==> config.mk <==
export PLATFORM = sky130hd
export DESIGN_NAME = pru_cmd_sched_flat
export DESIGN_NICKNAME = d
export VERILOG_FILES = /design/src/rtl/pru_pkg.sv /design/src/rtl/pru_cmd_sched_if.sv /design/src/rtl/pru_cmd_fifo.sv /design/src/rtl/pru_cmd_sched.sv /design/src/flat_wrapper.sv
export SDC_FILE = /design/constraint.sdc
export NUM_CORES = 1
export LEC_CHECK = 0
export CORE_UTILIZATION = 50
export DETAILED_ROUTE_END_ITERATION = 16
export DONT_BUFFER_PORTS = 1
export GPL_TIMING_DRIVEN = 0
export SKIP_LAST_GASP = 1
export SLEW_MARGIN = 40
export SYNTH_ARGS = -nofsm -noshare
export SYNTH_HDL_FRONTEND = slang
export SYNTH_SLANG_ARGS = --single-unit
==> constraint.sdc <==
create_clock -name clk -period 12.7 [get_ports clk]
set_input_delay 0.635 -clock clk [delete_from_list [all_inputs] [get_ports clk]]
set_output_delay 0.635 -clock clk [all_outputs]
set_load 0.02 [all_outputs]
==> src/rtl/pru_pkg.sv <==
// Shared types and constants for the PRU draw-command scheduler.
// Command layout, shape encodings, scheduler states and screen geometry.
package pru_pkg;

    localparam int SCREEN_W = 640;
    localparam int SCREEN_H = 480;

    localparam logic [1:0] SHAPE_RECT   = 2'b00;
    localparam logic [1:0] SHAPE_CIRCLE = 2'b01;
    localparam logic [1:0] SHAPE_BITMAP = 2'b10;
    localparam logic [1:0] SHAPE_LETTER = 2'b11;

    // Packed draw command, MSB first; 61 bits in total.
    typedef struct packed {
        logic [18:0] bitmap_addr;
        logic [1:0]  shape;
        logic [8:0]  height_radius;
        logic [9:0]  width;
        logic [8:0]  row;
        logic [9:0]  col;
        logic [1:0]  color;
    } pru_cmd_t;

    localparam int CMD_W = $bits(pru_cmd_t);

    typedef enum logic [1:0] {
        IDLE,
        ISSUE,
        RELEASE
    } sched_state_t;

endpackage

==> src/rtl/pru_cmd_sched_if.sv <==
// Requester-side command handshake for the scheduler: two valid/ready
// channels carrying packed draw commands.
interface pru_cmd_sched_if;
    import pru_pkg::*;

    logic     req0_valid;
    pru_cmd_t req0_cmd;
    logic     req0_ready;
    logic     req1_valid;
    pru_cmd_t req1_cmd;
    logic     req1_ready;

    // Requesters drive commands; the scheduler answers with ready.
    modport master (
        output req0_valid, req0_cmd, req1_valid, req1_cmd,
        input  req0_ready, req1_ready
    );

    modport slave (
        input  req0_valid, req0_cmd, req1_valid, req1_cmd,
        output req0_ready, req1_ready
    );

endinterface

==> src/rtl/pru_cmd_fifo.sv <==
// Command FIFO with first-word-fall-through head and a flush that empties
// the queue in one cycle. DEPTH must be a power of two and at least 2.
module pru_cmd_fifo #(
    parameter int WIDTH = 61,
    parameter int DEPTH = 8
) (
    input  logic                     clk,
    input  logic                     rst_n,
    input  logic                     flush,
    input  logic                     push,
    input  logic [WIDTH-1:0]         push_data,
    input  logic                     pop,
    output logic [WIDTH-1:0]         head_data,
    output logic                     empty,
    output logic                     full,
    output logic [$clog2(DEPTH):0]   count
);

    localparam int AW = $clog2(DEPTH);

    logic [WIDTH-1:0] mem [DEPTH];
    logic [AW:0]      wr_ptr;
    logic [AW:0]      rd_ptr;
    logic             do_push;
    logic             do_pop;

    // Extra wrap bit distinguishes full from empty when the indices match.
    assign empty     = (wr_ptr == rd_ptr);
    assign full      = (wr_ptr[AW-1:0] == rd_ptr[AW-1:0]) && (wr_ptr[AW] != rd_ptr[AW]);
    assign count     = wr_ptr - rd_ptr;
    assign head_data = mem[rd_ptr[AW-1:0]];

    assign do_push = push && !full && !flush;
    assign do_pop  = pop && !empty;

    // NOTE: sequential state is written with <= so every flop samples the
    // pre-edge values; blocking = here would create order-dependent logic.
    always_ff @(posedge clk or negedge rst_n) begin
        if (!rst_n) begin
            wr_ptr <= '0;
            rd_ptr <= '0;
        end else if (flush) begin
            wr_ptr <= '0;
            rd_ptr <= '0;
        end else begin
            if (do_push) wr_ptr <= wr_ptr + (AW+1)'(1);
            if (do_pop)  rd_ptr <= rd_ptr + (AW+1)'(1);
        end
    end

    // NOTE: the storage array is deliberately not reset; the pointers alone
    // define which entries are valid, and a reset would cost a flop per bit.
    always_ff @(posedge clk) begin
        if (do_push) mem[wr_ptr[AW-1:0]] <= push_data;
    end

endmodule

==> src/rtl/pru_cmd_sched.sv <==
// Round-robin draw-command scheduler: arbitrates two requesters into a FIFO
// and replays each command to the PRU over its start/done handshake.
module pru_cmd_sched
    import pru_pkg::*;
#(
    parameter int FIFO_DEPTH = 8,
    parameter int TIMEOUT_W  = 20
) (
    input  logic                          clk,
    input  logic                          rst_n,
    pru_cmd_sched_if.slave                req,
    input  logic                          flush,
    input  logic                          err_clr,
    output logic                          pru_start,
    output logic [1:0]                    pru_color,
    output logic [9:0]                    pru_col,
    output logic [8:0]                    pru_row,
    output logic [9:0]                    pru_width,
    output logic [8:0]                    pru_height_radius,
    output logic [1:0]                    pru_shape_select,
    output logic [18:0]                   pru_bitmap_addr,
    input  logic                          pru_busy,
    input  logic                          pru_done,
    output logic [$clog2(FIFO_DEPTH):0]   fifo_count,
    output logic                          idle,
    output logic                          cmd_retired,
    output logic                          err_timeout
);

    sched_state_t         state;
    sched_state_t         next_state;
    logic                 rr_last;
    logic                 grant0;
    logic                 grant1;
    logic                 push;
    pru_cmd_t             push_cmd;
    pru_cmd_t             head_cmd;
    pru_cmd_t             cmd_q;
    logic                 fifo_empty;
    logic                 fifo_full;
    logic                 pop;
    logic                 start_d;
    logic                 retire_d;
    logic                 timeout_set;
    logic [TIMEOUT_W-1:0] wdog;
    logic [TIMEOUT_W-1:0] wdog_inc;
    logic                 wdog_expire;

    // Arbitration: on a tie the requester that did not win last time goes.
    always_comb begin
        grant0 = req.req0_valid && (!req.req1_valid || rr_last);
        grant1 = req.req1_valid && (!req.req0_valid || !rr_last);
    end

    assign req.req0_ready = grant0 && !fifo_full && !flush;
    assign req.req1_ready = grant1 && !fifo_full && !flush;
    assign push           = (req.req0_valid && req.req0_ready)
                          || (req.req1_valid && req.req1_ready);
    assign push_cmd       = grant0 ? req.req0_cmd : req.req1_cmd;

    always_ff @(posedge clk or negedge rst_n) begin
        if (!rst_n)    rr_last <= 1'b1;
        else if (push) rr_last <= grant1;
    end

    pru_cmd_fifo #(
        .WIDTH (CMD_W),
        .DEPTH (FIFO_DEPTH)
    ) u_fifo (
        .clk       (clk),
        .rst_n     (rst_n),
        .flush     (flush),
        .push      (push),
        .push_data (push_cmd),
        .pop       (pop),
        .head_data (head_cmd),
        .empty     (fifo_empty),
        .full      (fifo_full),
        .count     (fifo_count)
    );

    // The job expires on the ISSUE cycle whose increment reaches all-ones,
    // giving 2^TIMEOUT_W-1 ISSUE cycles in total.
    assign wdog_inc    = wdog + TIMEOUT_W'(1);
    assign wdog_expire = &wdog_inc;

    always_ff @(posedge clk or negedge rst_n) begin
        if (!rst_n) state <= IDLE;
        else        state <= next_state;
    end

    // NOTE: every signal assigned in a combinational block gets a default
    // first; a path that leaves one unassigned would infer a latch.
    always_comb begin
        next_state = state;
        case (state)
            IDLE:    if (!fifo_empty && !pru_busy)   next_state = ISSUE;
            ISSUE:   if (pru_done || wdog_expire)    next_state = RELEASE;
            RELEASE: if (!pru_done)                  next_state = IDLE;
            default:                                 next_state = IDLE;
        endcase
    end

    always_comb begin
        pop         = 1'b0;
        start_d     = 1'b0;
        retire_d    = 1'b0;
        timeout_set = 1'b0;
        case (state)
            IDLE:    pop = !fifo_empty && !pru_busy;
            ISSUE: begin
                start_d     = 1'b1;
                timeout_set = !pru_done && wdog_expire;
            end
            RELEASE: retire_d = !pru_done;
            default: ;
        endcase
    end

    // Shape parameters load only on a pop, so they are stable a full cycle
    // before start rises and stay put until the next job is popped.
    always_ff @(posedge clk or negedge rst_n) begin
        if (!rst_n) begin
            cmd_q       <= '0;
            wdog        <= '0;
            pru_start   <= 1'b0;
            cmd_retired <= 1'b0;
            err_timeout <= 1'b0;
        end else begin
            pru_start   <= start_d;
            cmd_retired <= retire_d;
            if (pop) begin
                cmd_q <= head_cmd;
                wdog  <= '0;
            end else if (state == ISSUE) begin
                wdog <= wdog_inc;
            end
            if (timeout_set)  err_timeout <= 1'b1;
            else if (err_clr) err_timeout <= 1'b0;
        end
    end

    assign pru_color         = cmd_q.color;
    assign pru_col           = cmd_q.col;
    assign pru_row           = cmd_q.row;
    assign pru_width         = cmd_q.width;
    assign pru_height_radius = cmd_q.height_radius;
    assign pru_shape_select  = cmd_q.shape;
    assign pru_bitmap_addr   = cmd_q.bitmap_addr;

    assign idle = fifo_empty && (state == IDLE) && !pru_busy;

endmodule

==> src/flat_wrapper.sv <==
// flat-port wrapper written by rule: the top's interface ports become plain ports
module pru_cmd_sched_flat import pru_pkg::*;
#(
    parameter int FIFO_DEPTH = 8,
    parameter int TIMEOUT_W  = 20
)
  (clk, rst_n, flush, err_clr, pru_start, pru_color, pru_col, pru_row, pru_width, pru_height_radius, pru_shape_select, pru_bitmap_addr, pru_busy, pru_done, fifo_count, idle, cmd_retired, err_timeout, req_req0_valid, req_req0_cmd, req_req1_valid, req_req1_cmd, req_req0_ready, req_req1_ready);
  pru_cmd_sched_if req_i ();
  input  logic clk;
  input  logic rst_n;
  input  logic flush;
  input  logic err_clr;
  output logic pru_start;
  output logic [1:0] pru_color;
  output logic [9:0] pru_col;
  output logic [8:0] pru_row;
  output logic [9:0] pru_width;
  output logic [8:0] pru_height_radius;
  output logic [1:0] pru_shape_select;
  output logic [18:0] pru_bitmap_addr;
  input  logic pru_busy;
  input  logic pru_done;
  output logic [$clog2(FIFO_DEPTH):0] fifo_count;
  output logic idle;
  output logic cmd_retired;
  output logic err_timeout;
  input wire logic [$bits(req_i.req0_valid)-1:0] req_req0_valid;
  input wire logic [$bits(req_i.req0_cmd)-1:0] req_req0_cmd;
  input wire logic [$bits(req_i.req1_valid)-1:0] req_req1_valid;
  input wire logic [$bits(req_i.req1_cmd)-1:0] req_req1_cmd;
  output wire logic [$bits(req_i.req0_ready)-1:0] req_req0_ready;
  output wire logic [$bits(req_i.req1_ready)-1:0] req_req1_ready;
  assign req_i.req0_valid = req_req0_valid;
  assign req_i.req0_cmd = req_req0_cmd;
  assign req_i.req1_valid = req_req1_valid;
  assign req_i.req1_cmd = req_req1_cmd;
  assign req_req0_ready = req_i.req0_ready;
  assign req_req1_ready = req_i.req1_ready;
  pru_cmd_sched #(.FIFO_DEPTH(FIFO_DEPTH), .TIMEOUT_W(TIMEOUT_W)) u_core (.clk(clk), .rst_n(rst_n), .req(req_i), .flush(flush), .err_clr(err_clr), .pru_start(pru_start), .pru_color(pru_color), .pru_col(pru_col), .pru_row(pru_row), .pru_width(pru_width), .pru_height_radius(pru_height_radius), .pru_shape_select(pru_shape_select), .pru_bitmap_addr(pru_bitmap_addr), .pru_busy(pru_busy), .pru_done(pru_done), .fifo_count(fifo_count), .idle(idle), .cmd_retired(cmd_retired), .err_timeout(err_timeout));
endmodule
==> metrics.txt, run 1 <==
Final min period 4.56 ns; per-instance average area after synthesis 19.1 um^2; sum of negative setup slack 0 ns; count of final setup violators 0; port bufs 0; delay of the slowest cell on the worst path 0.55 ns; floorplan die width 217 um; Crit Path Category flip-flop to flip-flop; Psw 1410 uW; worst slew pin tran 0.831 ns; H-tree depth reported by CTS 2; detail-routed via count per cell 5.75; endpoint class of the critical path flip-flop; data required time of the critical path 13.02 ns; via count of the first global-routing pass 11821; top-area cell type share of the netlist area 0.634; die height 217 um; share of cells above drive strength 1 0.279; number of distinct standard cells referenced by the synthesized netlist 52; class of the most critical hold timing path input port to flip-flop; max capacitance violation total 0; period utilisation layout 0.359; Iter 0 DRT Violations 910; primary flip-flop cell chosen by synthesis mapping sky130_fd_sc_hd__edfxtp_1; top cell family by delay on the critical path buffers and inverters; starting density of the core 0.508; post-CTS resize count 0; total power 5070 uW; cell taking the most area after synthesis sky130_fd_sc_hd__edfxtp_1; async set or reset register ratio after synthesis 0.163; num ports 201; worst rel slew slack 0.446; met1 routed wirelength after detailed routing 22400 um; DIE AREA 47100 um^2; count of yosys warnings during synthesis 0; sequential area share after synthesis 0.737; leading post-synthesis cells by cell area sky130_fd_sc_hd__edfxtp_1, sky130_fd_sc_hd__mux4_2, sky130_fd_sc_hd__dfrtp_1; area inside the core boundary 45500 um^2; flip-flop and latch count after synthesis 583; Buffers & Inverters on Critical Path 8; highest ir drop seen on vdd 0.000116 V; share of power burned in combinational logic 0.171; Post-Syn Area 23100 um^2; internal power of the cells 3650 uW; clock share of power 0.341; number of pins with negative max-slew slack in the final report 0; DR DRC count 0; via count 11349; number of routed nets with antenna violations 0; Detail Route met2 WL 23900 um; root buf cell sky130_fd_sc_hd__clkbuf_16; signal arrival time at the worst endpoint 4.87 ns; synthesized instance count 1209; Achievable Freq 220 MHz; critical path cell sequence buf_2 > buf_2 > buf_1 > inv_1 > ha_1 > and3_1 > a211oi_2 > nand2_1 > nor3_2 > buf_4 > buf_4 > buf_2 > buf_4; result of the run complete, no violations; clock net sink count 583; post-synthesis to final-layout area growth 15.5%; utilization after layout 0.587; HPWL reported at the end of detailed placement 33100 um; fraction of power consumed by sequential logic 0.488; crit path max-delay cell type sky130_fd_sc_hd__buf_1; worst skew pair latency 0.61 ns; initial antenna violation count 1; TritonCTS clock tree done; number of nets at the end of the flow 1463; number of endpoints with negative hold slack in the final report 0; number of buffers on the longest clock path 3; count of flip-flops with a built-in enable after synthesis 488; top routing layer used met5; routed wire length 49900 um; post-synth net total 1347; kind of start point of the critical path flip-flop; Clock Skews 0.0153 ns; std cell rows 78; cell with the most instances after synthesis sky130_fd_sc_hd__edfxtp_1; number of buffers created by CTS 58; maximum number of pins on one net before global-route repair 96; ratio of total power to cell area 190 nW/um^2; global-route wire length before repair 75000 um; critical path fanouts, max 10; clock transition at the register clock pins on the worst setup and hold paths after CTS 0.06 ns; routability-driven placement congestion ratio 0.784; Leak 0.00938 uW; All-Layer GR Usage 0.218; first-pass iteration count of the detailed router 4; most frequent cells after synthesis sky130_fd_sc_hd__edfxtp_1, sky130_fd_sc_hd__mux4_2, sky130_fd_sc_hd__dfrtp_1; sum of overflow across all layers after global routing 0; fraction of power spent switching nets 0.279; wire length per cell 25.3 um; met3 wire len 2480 um; RSZ-0062 raised after global routing no
==> stage by stage <==
stage	hold WS (ns)	cell area (um^2)	worst slack [ns]	instances
after detailed placement	0.344	24700	8.09	1863
final	0.0916	26700	8.14	1975
after global placement	0.342	23900	0.468	1809
after CTS	0.0652	26700	8.07	1974
after floorplan	0.339	23100	5.89	1209
after global routing	0.0841	26700	7.87	1974
==> repair_timing <==
action | 4_1_cts | 5_1_grt
hold buffers | 2 | 0
hold endpoints to repair | 95 | 0
setup buffers | 0 | 0
==> sequential cells by signal (all words and copies together) (netlist names), 2 cells and up <==
name	flops
u_core.u_fifo.mem	488
u_core.wdog	20
u_core.pru_bitmap_addr	19
u_core.pru_col	10
u_core.pru_width	10
u_core.pru_height_radius	9
u_core.pru_row	9
u_core.u_fifo.rd_ptr	4
u_core.u_fifo.wr_ptr	4
u_core.pru_color	2
u_core.pru_shape_select	2
u_core.state	2
==> power groups by stage <==
| stage | Combinational (uW) | Sequential (uW) | Clock, uW |
|---|---|---|---|
| 3_5_place_dp | 883 | 2520 | 0 |
| 5_1_grt | 962 | 2490 | 1830 |
| 3_3_place_gp | 841 | 2520 | 0 |
| 6_report | 867 | 2470 | 1730 |
| 4_1_cts | 893 | 2480 | 1760 |
| 2_1_floorplan | 619 | 2490 | 0 |
==> path summary, 6_finish.rpt <==
path | depth (start not counted) | slack [ns] | end | start
worst max-delay path | 13 | 8.14 | u_core.u_fifo.mem[1][22] | u_core.u_fifo.rd_ptr[1]
worst min-delay path | 1 | 0.09 | u_core.cmd_retired | pru_done
worst max register to register | 13 | 8.14 | u_core.u_fifo.mem[1][22] | u_core.u_fifo.rd_ptr[1]
worst min register to register | 1 | 0.49 | u_core.cmd_retired | u_core.state[0]
min in group asynchronous | 2 | 0.61 | u_core.cmd_retired | rst_n
max in group asynchronous | 2 | 11.64 | u_core.pru_row[3] | rst_n
==> cells by family after synthesis <==
family	count (synthesis)	synth area share
AO/OA/AOI/OAI	116	0.0275
AND/OR/NAND/NOR	166	0.0352
XOR/XNOR	17	0.00644
flip-flops	583	0.737
multiplexers	244	0.175
adder cells (fa/ha/maj)	8	0.00466
buffers and inverters	75	0.0141
==> final cells by class <==
type	count	area, um^2
inverter	12	45.0
tap	600	751
fill	3459	18800
clock buffer	82	1640
multi-input combinational	551	5820
sequential	583	17000
timing repair buffer	56	815
buffer	63	289
antenna	1	2.50
clock inverter	27	290
==> routing by layer <==
metal  GRT usage  vias up
li1            -     5074
met1       0.309     5917
met2       0.352      285
met3      0.0358       71
met4      0.0610        2
met5           0        -
==> cells in the final DEF (no fill, tap or decap), types with 4 or more instances in the layout <==
master,Yosys,routed
sky130_fd_sc_hd__a21oi_1,6,6
sky130_fd_sc_hd__nand2_1,81,81
sky130_fd_sc_hd__clkbuf_1,35,45
sky130_fd_sc_hd__nand3_1,13,13
sky130_fd_sc_hd__edfxtp_1,488,488
sky130_fd_sc_hd__nor2_4,0,6
sky130_fd_sc_hd__inv_1,11,11
sky130_fd_sc_hd__buf_4,1,19
sky130_fd_sc_hd__o31ai_1,7,7
sky130_fd_sc_hd__dfrtp_1,94,94
sky130_fd_sc_hd__xnor2_1,11,11
sky130_fd_sc_hd__buf_8,0,14
sky130_fd_sc_hd__mux2i_1,61,61
sky130_fd_sc_hd__clkbuf_8,0,8
sky130_fd_sc_hd__ha_1,7,7
sky130_fd_sc_hd__nand4_1,5,5
sky130_fd_sc_hd__buf_2,21,29
sky130_fd_sc_hd__bufinv_16,0,6
sky130_fd_sc_hd__mux4_2,122,122
sky130_fd_sc_hd__nor2_1,30,24
sky130_fd_sc_hd__xor2_1,6,6
sky130_fd_sc_hd__buf_16,0,15
sky130_fd_sc_hd__a31oi_1,4,4
sky130_fd_sc_hd__o21ai_1,24,23
sky130_fd_sc_hd__nor3_1,7,5
sky130_fd_sc_hd__clkbuf_16,0,59
sky130_fd_sc_hd__o21ai_0,66,66
sky130_fd_sc_hd__nor3_2,3,5
sky130_fd_sc_hd__mux2_2,61,61
sky130_fd_sc_hd__clkinv_2,0,18
sky130_fd_sc_hd__clkbuf_2,0,5
(Power assumes the default switching activity.)
==> inputs of run 2 (changes only) <==
--- a/config.mk
+++ b/config.mk
@@ -5,6 +5,7 @@
 export SDC_FILE = /design/constraint.sdc
 export NUM_CORES = 1
 export LEC_CHECK = 0
+export ABC_AREA = 1
 export CORE_UTILIZATION = 50
 export DETAILED_ROUTE_END_ITERATION = 16
 export DONT_BUFFER_PORTS = 1
==> constraint.sdc (replaced) <==
create_clock -name clk -period 4.6 [get_ports clk]
set_input_delay 0.23 -clock clk [delete_from_list [all_inputs] [get_ports clk]]
set_output_delay 0.23 -clock clk [all_outputs]
set_load 0.02 [all_outputs]
==> metrics.txt, run 2 <==
die height 219 um; fraction of power consumed by sequential logic 0.457; crit path max-delay cell type sky130_fd_sc_hd__clkbuf_1; Iter 0 DRT Violations 1813; area inside the core boundary 46500 um^2; top cell family by delay on the critical path buffers and inverters; ratio of total power to cell area 537 nW/um^2; cell with the most instances after synthesis sky130_fd_sc_hd__edfxtp_1; number of distinct standard cells referenced by the synthesized netlist 38; highest ir drop seen on vdd 0.000355 V; kind of start point of the critical path flip-flop; TritonCTS clock tree done; Buffers & Inverters on Critical Path 8; sum of overflow across all layers after global routing 0; number of buffers on the longest clock path 3; most common library cell in the layout ignoring fill and taps sky130_fd_sc_hd__edfxtp_1; cell taking the most area after synthesis sky130_fd_sc_hd__edfxtp_1; Worst Reg2Reg Path Length in Cells 15; share of cells above drive strength 1 0.0853; port bufs 0; Psw 5010 uW; logic depth of the worst setup path including buffers 15; sum of negative setup slack 0 ns; count of flip-flops with a built-in enable after synthesis 488; critical path fanouts, max 14; per-instance average area after synthesis 11.9 um^2; HPWL reported at the end of detailed placement 44800 um; RSZ-0062 raised after global routing no; synthesized instance count 1973; number of endpoints with negative hold slack in the final report 0; class of the most critical hold timing path input port to flip-flop; routed wire length 68400 um; total of fill cells in the finished design 3714; primary flip-flop cell chosen by synthesis mapping sky130_fd_sc_hd__edfxtp_1; post-synth net total 2111; global-route layer with the greatest usage met2; fraction of synthesized cell area in xor and xnor cells 0.00186; worst skew pair latency 0.63 ns; floorplan die width 219 um; top-area cell type share of the netlist area 0.622; total power 15000 uW; DIE AREA 48000 um^2; max capacitance violation total 0; flip-flop and latch count after synthesis 583; data required time of the critical path 4.94 ns; met1 demand-to-capacity share in global routing 0.396; leading post-synthesis cells by cell area sky130_fd_sc_hd__edfxtp_1, sky130_fd_sc_hd__dfrtp_1, sky130_fd_sc_hd__nand2_1; number of nets at the end of the flow 2291; count of final setup violators 0; Crit Path Category flip-flop to flip-flop; multiplexer fraction of the synthesized cell area 0; signal arrival time at the worst endpoint 4.65 ns; number of pins with negative max-slew slack in the final report 0; critical path cell sequence clkinv_1 > clkbuf_1 > clkbuf_2 > ha_1 > inv_1 > nor3_1 > nand2_1 > nand2_1 > a21oi_2 > nand2_1 > nor2_4 > buf_16 > buf_16 > buf_16 > buf_8; number of flip-flops under the largest register name 488; worst rel slew slack 0.425; result of the run complete, no violations; fraction of power spent switching nets 0.334; H-tree depth reported by CTS 2; std cell rows 79; DR DRC count 0; Final min period 4.31 ns; internal power of the cells 9980 uW; clock transition at the register clock pins on the worst setup and hold paths after CTS 0.06 ns; period utilisation layout 0.938; clock net sink count 583; wire length per cell 24.3 um; share of power burned in combinational logic 0.221; GRT met2 Usage 0.456; root buf cell sky130_fd_sc_hd__clkbuf_16; most frequent cells after synthesis sky130_fd_sc_hd__edfxtp_1, sky130_fd_sc_hd__nand2_1, sky130_fd_sc_hd__nor2_1; main combinational cell family by area after synthesis simple AND/OR/NAND/NOR gates; post-synthesis share of cell area spent on and, or, nand and nor gates 0.129; initial antenna violation count 2; first-pass iteration count of the detailed router 7; post-synthesis to final-layout area growth 18.4%; Clock Skews 0.0165 ns; Post-Route Hold Slack 0.0245 ns; delay of the slowest cell on the worst path 0.52 ns; starting density of the core 0.507; Achievable Freq 232 MHz; compound-gate portion of the synthesized area 0.113; number of buffers created by CTS 59; Post-Syn Area 23500 um^2; clock share of power 0.322; sequential area share after synthesis 0.723; via count of the first global-routing pass 15872; Leak 0.0101 uW; All-Layer GR Usage 0.286; endpoint class of the critical path flip-flop; worst slew pin tran 0.862 ns; number of routed nets with antenna violations 0; maximum number of pins on one net before global-route repair 96; via count 16625; count of yosys warnings during synthesis 0; routability-driven placement congestion ratio 0.876; post-synthesis share of cell area spent on full adders, half adders and majority gates 0.00457; met3 routing resource usage after global routing 0.0510; global-route wire length before repair 99800 um; most frequent cells in the layout sky130_fd_sc_hd__edfxtp_1, sky130_fd_sc_hd__nand2_1, sky130_fd_sc_hd__nor2_1; hold-critical path depth 4; detail-routed via count per cell 5.91; num ports 201; async set or reset register ratio after synthesis 0.163
==> run 2: cell types whose count changed after synthesis, moves of 10 or more <==
cell | before | now
sky130_fd_sc_hd__mux4_2 | 122 | 0
sky130_fd_sc_hd__nand2_1 | 81 | 394
sky130_fd_sc_hd__mux2_2 | 61 | 0
sky130_fd_sc_hd__inv_1 | 11 | 37
sky130_fd_sc_hd__nor2_1 | 30 | 306
sky130_fd_sc_hd__o211ai_1 | 0 | 20
sky130_fd_sc_hd__mux2i_1 | 61 | 0
sky130_fd_sc_hd__clkbuf_1 | 35 | 89
sky130_fd_sc_hd__o22ai_1 | 0 | 49
sky130_fd_sc_hd__o21ai_1 | 24 | 14
sky130_fd_sc_hd__o221ai_1 | 0 | 82
sky130_fd_sc_hd__nand3_1 | 13 | 38
sky130_fd_sc_hd__o21ai_0 | 66 | 266
==> run 2: cell families (layout without fill, tap and decap cells) <==
logic type | Yosys count | count (layout)
XOR/XNOR | 5 | 5
AND/OR/NAND/NOR | 770 | 770
flip-flops | 583 | 583
other | 0 | 1
adder cells (fa/ha/maj) | 8 | 8
AO/OA/AOI/OAI | 443 | 443
buffers and inverters | 164 | 394
==> run 2: layout make-up <==
type	count	area, um^2	area share
multi-input cells	1226	5920	0.212
repair buffers	120	1570	0.0563
well taps	607	759	0.0272
clock buffers	79	1620	0.0582
inverters	42	158	0.00565
diodes	1	2.50	0.0000897
clock inverters	32	310	0.0111
plain buffers	121	509	0.0183
flip-flops and latches	583	17000	0.611
==> run 2: worst min-delay path, cell delays in order <==
cell and delay, ns:
sky130_fd_sc_hd__inv_1 0.12, sky130_fd_sc_hd__a21oi_2 0.12, sky130_fd_sc_hd__nand2_1 0.05, sky130_fd_sc_hd__o21ai_0 0.07
==> run 2: final timing paths <==
path                                          from                        to  slack, ns
max                        u_core.u_fifo.rd_ptr[2]  u_core.u_fifo.mem[4][23]       0.29
max reg2reg                u_core.u_fifo.rd_ptr[2]  u_core.u_fifo.mem[4][23]       0.29
max in group asynchronous                    rst_n       u_core.pru_width[6]       3.91
min                                 req_req1_valid   u_core.u_fifo.wr_ptr[1]       0.02
min reg2reg                u_core.u_fifo.rd_ptr[3]   u_core.u_fifo.rd_ptr[3]       0.48
min in group asynchronous                    rst_n          u_core.pru_start       0.20
==> run 2: power groups by stage <==
stage	Combinational, uW	Sequential [uW]	Clock (uW)
2_1_floorplan	1960	6850	0
3_3_place_gp	3040	6970	0
3_5_place_dp	3170	6960	0
4_1_cts	3290	6850	4870
5_1_grt	3620	6890	5070
6_report	3310	6850	4820
==> run 2: per-stage QoR <==
stage | area (um^2) | std cells | util | setup slack, ns
after CTS | 27900 | 2809 | 0.600 | 0.109
final | 27900 | 2811 | 0.600 | 0.286
after global placement | 24300 | 2580 | 0.523 | -4.18
after detailed placement | 25100 | 2617 | 0.540 | 0.129
after floorplan | 23600 | 1973 | - | -0.390
after global routing | 27900 | 2811 | 0.600 | 0.135
==> run 2: layer usage <==
layer	part of all wire	wire, um	vias to the layer above
met3	0.084	5760	126
met4	0.027	1840	0
met1	0.42	28800	8281
met2	0.47	32000	746
li1	-	-	7472
met5	0	0	-
==> run 2: timing repair <==
| item | 4_1_cts | 5_1_grt |
|---|---|---|
| hold endpoints to repair | 389 | 0 |
| endpoints found under the setup margin | 0 | 19 |
| buffers inserted | 0 | 2 |
| gates resized for setup | 0 | 0 |
| hold buffers | 81 | 0 |
